--- src/rtl/sifive_insight_tl_echo_tracker.sv ---
// Per-source TileLink echo tracker: captures A-channel echo at A fire, replays it on matching D beats.
// Optional storage parity check enabled by defining SIFIVE_INSIGHT_ECHO_PARITY_EN.
module sifive_insight_tl_echo_tracker #(
   parameter int SOURCE_BITS = 4,
   parameter int ECHO_BITS   = 8,
   parameter int SIZE_BITS   = 3,
   parameter int LG_BEAT     = 3
) (
   input  logic                   clock,
   input  logic                   reset_n,
   input  logic                   a_valid,
   input  logic                   a_ready,
   input  logic [SOURCE_BITS-1:0] a_source,
   input  logic [ECHO_BITS-1:0]   a_echo,
   input  logic                   d_valid,
   input  logic                   d_ready,
   input  logic [SOURCE_BITS-1:0] d_source,
   input  logic [2:0]             d_opcode,
   input  logic [SIZE_BITS-1:0]   d_size,
   output logic [ECHO_BITS-1:0]   d_echo,
   output logic                   d_echo_valid,
   output logic [SOURCE_BITS:0]   outstanding,
   output logic                   idle,
   input  logic                   err_clear,
`ifdef SIFIVE_INSIGHT_ECHO_PARITY_EN
   output logic                   err_echo_parity,
`endif
   output logic                   err_dup_source,
   output logic                   err_orphan_d
);

   localparam int DEPTH        = 2**SOURCE_BITS;
   localparam int OUT_W        = SOURCE_BITS + 1;
   localparam int MAX_LG_BEATS = ((2**SIZE_BITS) - 1 > LG_BEAT) ? ((2**SIZE_BITS) - 1 - LG_BEAT) : 0;
   localparam int CNT_W        = MAX_LG_BEATS + 1;

   logic [DEPTH-1:0]       valid_r;
   logic [DEPTH-1:0]       valid_nxt_s;
   logic [ECHO_BITS-1:0]   echo_r [DEPTH];
   logic [CNT_W-1:0]       beat_cnt_r;
   logic [CNT_W-1:0]       burst_beats_m1_r;
   logic [CNT_W-1:0]       beats_m1_s;
   logic [CNT_W-1:0]       eff_beats_m1_s;
   logic                   burst_lock_r;
   logic [SOURCE_BITS-1:0] burst_src_r;
   logic [SOURCE_BITS-1:0] eff_src_s;
   logic                   a_fire_s;
   logic                   d_fire_s;
   logic                   data_op_s;
   logic                   last_beat_s;
   logic                   hit_s;
   logic                   free_s;
   logic                   same_src_s;
   logic                   dup_s;
   logic                   orphan_s;
   logic                   inc_s;
   logic                   dec_s;

   assign a_fire_s  = a_valid & a_ready;
   assign d_fire_s  = d_valid & d_ready;
   assign data_op_s = (d_opcode == 3'd1) || (d_opcode == 3'd5);

   // Beats minus one for the current D message; only data opcodes larger than a beat are multi-beat
   always_comb begin
      beats_m1_s = {CNT_W{1'b0}};
      if (data_op_s && (d_size > SIZE_BITS'(LG_BEAT))) begin
         beats_m1_s = (CNT_W'(1) << (d_size - SIZE_BITS'(LG_BEAT))) - CNT_W'(1);
      end else begin
         beats_m1_s = {CNT_W{1'b0}};
      end
   end

   // Mid-burst, the source and length latched at the first beat govern the free
   assign eff_src_s      = burst_lock_r ? burst_src_r : d_source;
   assign eff_beats_m1_s = burst_lock_r ? burst_beats_m1_r : beats_m1_s;
   assign last_beat_s    = (beat_cnt_r == eff_beats_m1_s);
   assign hit_s          = valid_r[eff_src_s];
   assign free_s         = d_fire_s & last_beat_s & hit_s;
   assign same_src_s     = a_fire_s & free_s & (a_source == eff_src_s);
   assign dup_s          = a_fire_s & valid_r[a_source] & ~same_src_s;
   assign orphan_s       = d_fire_s & ~hit_s;
   assign inc_s          = a_fire_s & ~valid_r[a_source];
   assign dec_s          = free_s & ~same_src_s;

   // Next valid bits: allocation overrides a same-cycle free of the same source
   always_comb begin
      valid_nxt_s = valid_r;
      for (int i = 0; i < DEPTH; i++) begin
         valid_nxt_s[i] = (a_fire_s && (a_source == SOURCE_BITS'(i))) ? 1'b1 :
                          (free_s && (eff_src_s == SOURCE_BITS'(i))) ? 1'b0 : valid_r[i];
      end
   end

   assign d_echo       = valid_r[d_source] ? echo_r[d_source] : {ECHO_BITS{1'b0}};
   assign d_echo_valid = d_valid & valid_r[d_source];
   assign idle         = (outstanding == {OUT_W{1'b0}}) & ~burst_lock_r;

   // Echo payload storage; contents are qualified by valid_r so no reset is needed
   always_ff @(posedge clock) begin
      if (a_fire_s) begin
         echo_r[a_source] <= a_echo;
      end
   end

   // Valid table, outstanding count and sticky protocol error flags
   always_ff @(posedge clock) begin
      if (!reset_n) begin
         valid_r        <= {DEPTH{1'b0}};
         outstanding    <= {OUT_W{1'b0}};
         err_dup_source <= 1'b0;
         err_orphan_d   <= 1'b0;
      end else begin
         valid_r        <= valid_nxt_s;
         outstanding    <= outstanding + OUT_W'(inc_s) - OUT_W'(dec_s);
         err_dup_source <= dup_s ? 1'b1 : (err_clear ? 1'b0 : err_dup_source);
         err_orphan_d   <= orphan_s ? 1'b1 : (err_clear ? 1'b0 : err_orphan_d);
      end
   end

   // Beat counter and burst lock; beats are counted even for orphan responses
   always_ff @(posedge clock) begin
      if (!reset_n) begin
         beat_cnt_r       <= {CNT_W{1'b0}};
         burst_lock_r     <= 1'b0;
         burst_src_r      <= {SOURCE_BITS{1'b0}};
         burst_beats_m1_r <= {CNT_W{1'b0}};
      end else if (d_fire_s) begin
         if (!burst_lock_r) begin
            burst_src_r      <= d_source;
            burst_beats_m1_r <= beats_m1_s;
         end
         if (last_beat_s) begin
            beat_cnt_r   <= {CNT_W{1'b0}};
            burst_lock_r <= 1'b0;
         end else begin
            beat_cnt_r   <= beat_cnt_r + CNT_W'(1);
            burst_lock_r <= 1'b1;
         end
      end
   end

`ifdef SIFIVE_INSIGHT_ECHO_PARITY_EN
   function automatic logic even_parity(input logic [ECHO_BITS-1:0] v);
      return ^v;
   endfunction

   logic [DEPTH-1:0] par_r;
   logic             par_err_s;

   assign par_err_s = d_fire_s & hit_s & (par_r[eff_src_s] != even_parity(echo_r[eff_src_s]));

   // Parity captured alongside the echo payload
   always_ff @(posedge clock) begin
      if (a_fire_s) begin
         par_r[a_source] <= even_parity(a_echo);
      end
   end

   // Sticky storage-corruption flag
   always_ff @(posedge clock) begin
      if (!reset_n) begin
         err_echo_parity <= 1'b0;
      end else begin
         err_echo_parity <= par_err_s ? 1'b1 : (err_clear ? 1'b0 : err_echo_parity);
      end
   end
`endif

endmodule

--- config.mk ---
export PLATFORM = sky130hd
export DESIGN_NAME = sifive_insight_tl_echo_tracker
export DESIGN_NICKNAME = d
export VERILOG_FILES = /design/src/rtl/sifive_insight_tl_echo_tracker.sv
export SDC_FILE = /design/constraint.sdc
export NUM_CORES = 1
export LEC_CHECK = 0
export ABC_AREA = 1
export CAP_MARGIN = 10
export CORE_MARGIN = 3
export CORE_UTILIZATION = 60
export CTS_CLUSTER_SIZE = 40
export DETAILED_ROUTE_END_ITERATION = 7
export GPL_ROUTABILITY_DRIVEN = 0
export PLACE_DENSITY_LB_ADDON = 0.15
export SYNTH_ARGS = -nofsm -noshare
export SYNTH_HDL_FRONTEND = slang
export SYNTH_SLANG_ARGS = --single-unit
--- constraint.sdc ---
create_clock -name clock -period 4.2 [get_ports clock]
set_input_delay 0.42 -clock clock [delete_from_list [all_inputs] [get_ports clock]]
set_output_delay 0.42 -clock clock [all_outputs]
set_load 0.02 [all_outputs]
==> summary.txt, run 1 <==
Cells and area
  – Multi-input gate area: 0.002684 sq mm
  – N_diodes: 0
  – Layout cells sized above 1: 8.552%
  – FF/Latch Area: 0.004604 sq mm
  – Layout fillers: 949
  – Synthesis-to-finish area growth: 15.31%
  – Final net count: 903

Synth
  – Synth Register Bits: 166
  – Syn nets: 868
  – Post-Synthesis Cells: 829
  – Syn Area/Cell: 9.432 sq um
  – Yosys top cell area share: 49.16%
  – Leading area contributor after synthesis: edfxtp_1
  – Synth unique cells: 38
  – Area contributors post-synth: edfxtp_1 (49%), dfxtp_1 (9.7%), nor2_1 (6.5%)
  – Syn Std Cell Area: 0.007819 sq mm
  – Asr flop ratio synth: 0%
  – Ys Warns: 0
  – Primary FF master, synth: edfxtp_1
  – Post-synth EDFFs: 128
  – Sequential share of the synthesized area: 58.89%

Timing
  – Setup violations, final: 0
  – Unrepaired setup endpoints after global routing: no
  – Fmax: 264.4 MHz
  – Worst slew margin relative to its limit: 26.99%
  – Slew Viols, Final: 0
  – Min cycle time layout: 3782 ps
  – Final WS setup: 418.2 ps
  – Worst Tran Pin Value: 1091 ps
  – Worst Skew: 5.788 ps
  – Final Hold Vio Count: 0
  – Fin crit share: 90.04%

Clock network
  – Reg clk slew, reported paths: 60 ps
  – CTS HTree Levels: 4
  – Clk Latency, worst-skew pair: 420 ps
  – Clock Tree Buf Depth: 2
  – Cts bufs inserted: 17
  – Cts hold-fix bufs: 0
  – CTS tree: built
  – Clk sinks: 166
  – Post-CTS Setup Bufs: 0
  – Root Driver: clkbuf_16

Critical path
  – Startpoint types: input port
  – Critical Path RT: 4500 ps
  – Critical path peak fanout: 4
  – Critical Path End Type: flip-flop
  – Kind of critical path: input port to flip-flop
  – Arrival @ worst endpoint: 4080 ps

Run status
  – Status: complete, no violations

Power
  – Tot Pwr: 0.003951 W
  – Worst VDD drop: 0.3050 mV
  – Leakage power: 3.288 nW
  – Power per cell area: 438.2 mW/mm^2

Route
  – Routed WL per cell: 17.71 um
  – Routed WL: 18570 um
  – Via Count: 6166
  – DR DRC count: 0
  – Antenna Nets Post-Route: 0
  – Detailed Route Iter0 Violations: 786
  – Drt pass-1 iters: 6
  – Vias per std cell: 5.878

Global route
  – Global-route wire length before repair: 29740 um
  – Gr usage total: 26.84%
  – GRT overflow: 0
  – Initial antenna violation count: 0
  – Number of global-route vias before repair: 5862
  – Largest net degree at the start of global routing: 75

Die
  – Die Wd: 120.2 um
  – Initial core utilization: 61.71%
  – Die height: 120.2 um
  – # rows: 41
  – Core area: 0.01267 sq mm
  – IO Count: 46
  – Die Area: 0.01444 sq mm

Place
  – Post-DP HPWL: 11660 um
  – # port buffers: 44
  – Place WS: -117.4 ps

Worst hold path
  – Worst Hold Class: flip-flop to flip-flop

Job
  – Number of max-cap violations: 0
## critical path, cell delays in order
cell and delay, ps:
clkdlybuf4s50_1 480, nand2_1 70, inv_1 90, ha_1 280, nor2_2 150, nand2_1 70, ha_1 230, inv_1 80
nand3_1 70, nand2_1 70, nand2_1 70, nand2_1 80, nand2_1 60, nand2_1 70, nand3_2 80, nor2_4 110
nand2_2 70, nor3b_2 160, ha_1 240, inv_1 50, ha_1 150, inv_1 50, fa_1 400, nor3_1 200
a211oi_1 90, o21ai_0 150, a21oi_1 60
## what timing repair did
action / CTS / global route
hold endpoints to repair: 0 / 0
setup endpoints to repair: 0 / 1
gates resized for setup: 0 / 2
## metrics by stage
step                setup TNS [ps]  instances  utilization, %  hold WS [ps]  cell area [sq um]
finish                           0       1049           71.16         464.1               9016
global route                     0       1049           71.16         501.7               9016
CTS                              0       1049           71.10         471.8               9009
detailed placement          -117.4       1017           66.00         459.5               8363
global placement                 0       1017           66.00         455.2               8363
floorplan                        0        829               -         439.8               7819
## kinds of logic after synthesis
logic type / share of synthesized area [%]
and+or+nand+nor: 17.92
AOI/OAI and AO/OA: 14.16
DFF: 58.89
buffers and inverters: 6.881
adders and majority gates: 1.696
xor gates and xnor gates: 0.4480
## path summary, 6_finish.rpt
path,start,end,slack (ps),cells past startpoint
worst max register to register,burst_lock_r,outstanding[4],480,20
worst max-delay path,d_size[0],outstanding[4],420,27
worst min-delay path,err_orphan_d,err_orphan_d,460,2
worst min register to register,err_orphan_d,err_orphan_d,460,2
## Yosys cell counts (7+ instances only)
cell / instances
a21oi_1: 24
buf_2: 7
clkbuf_1: 26
nor2_1: 136
o22ai_1: 16
nand2_1: 124
inv_2: 7
o21ai_0: 96
a21oi_2: 9
nand3_1: 32
ha_1: 9
o21ai_1: 11
inv_1: 82
o221ai_1: 16
dfxtp_1: 38
nand4_1: 23
edfxtp_1: 128
## cells in the final DEF (no fill, tap or decap), drive strengths merged
cell type and instances:
fa 1, nor3b 1, buf 13, clkinvlp 2
bufinv 4, o211a 1, clkdlybuf4s50 43, clkinv 4
edfxtp 128, or2 1, nand2 130, a211oi 1
a21boi 1, clkbuf 18, a31oi 1, dfxtp 38
nand3 33, a22oi 4, nand4 23, o22ai 16
inv 95, ha 9, nor3 2, o21ai 110
a21oi 33, nor4 2, nor2 138, o211ai 5
o221ai 16, xor2 4
## routing by layer
metal  vias to the layer above  track usage [%]  routed length, um
met4                         0            9.735                288
met2                       284            42.01               8762
met3                        22            5.231               1735
met1                      2933            37.60               7787
li1                       2927                -                  -
met5                         -                0                  0
## registers in the layout, summed over array words and instances, names as in the netlist
register,cells
beat_cnt_r,5
burst_beats_m1_r,5
burst_lock_r,1
burst_src_r,4
echo_r,128
err_dup_source,1
err_orphan_d,1
outstanding,5
valid_r,16
## cell type report
class / instances / area share, %
timing repair buffer: 56 / 5.828
clock inverter: 14 / 2.401
multi-input combinational: 532 / 29.77
tap: 172 / 2.387
sequential: 166 / 51.07
clock buffer: 18 / 4.760
inverter: 91 / 3.789
## power breakdown
group          switching, W  internal [W]
sequential        0.0000238       0.00180
combinational      0.000287      0.000157
clock              0.000666       0.00102
(Power assumes the default switching activity.)
==> run 2: changes to the inputs <==
- CTS_CLUSTER_DIAMETER: unset -> 30
==> results of run 2 <==
Same layout as run 1: the final DEF is identical, and so are final timing and power.
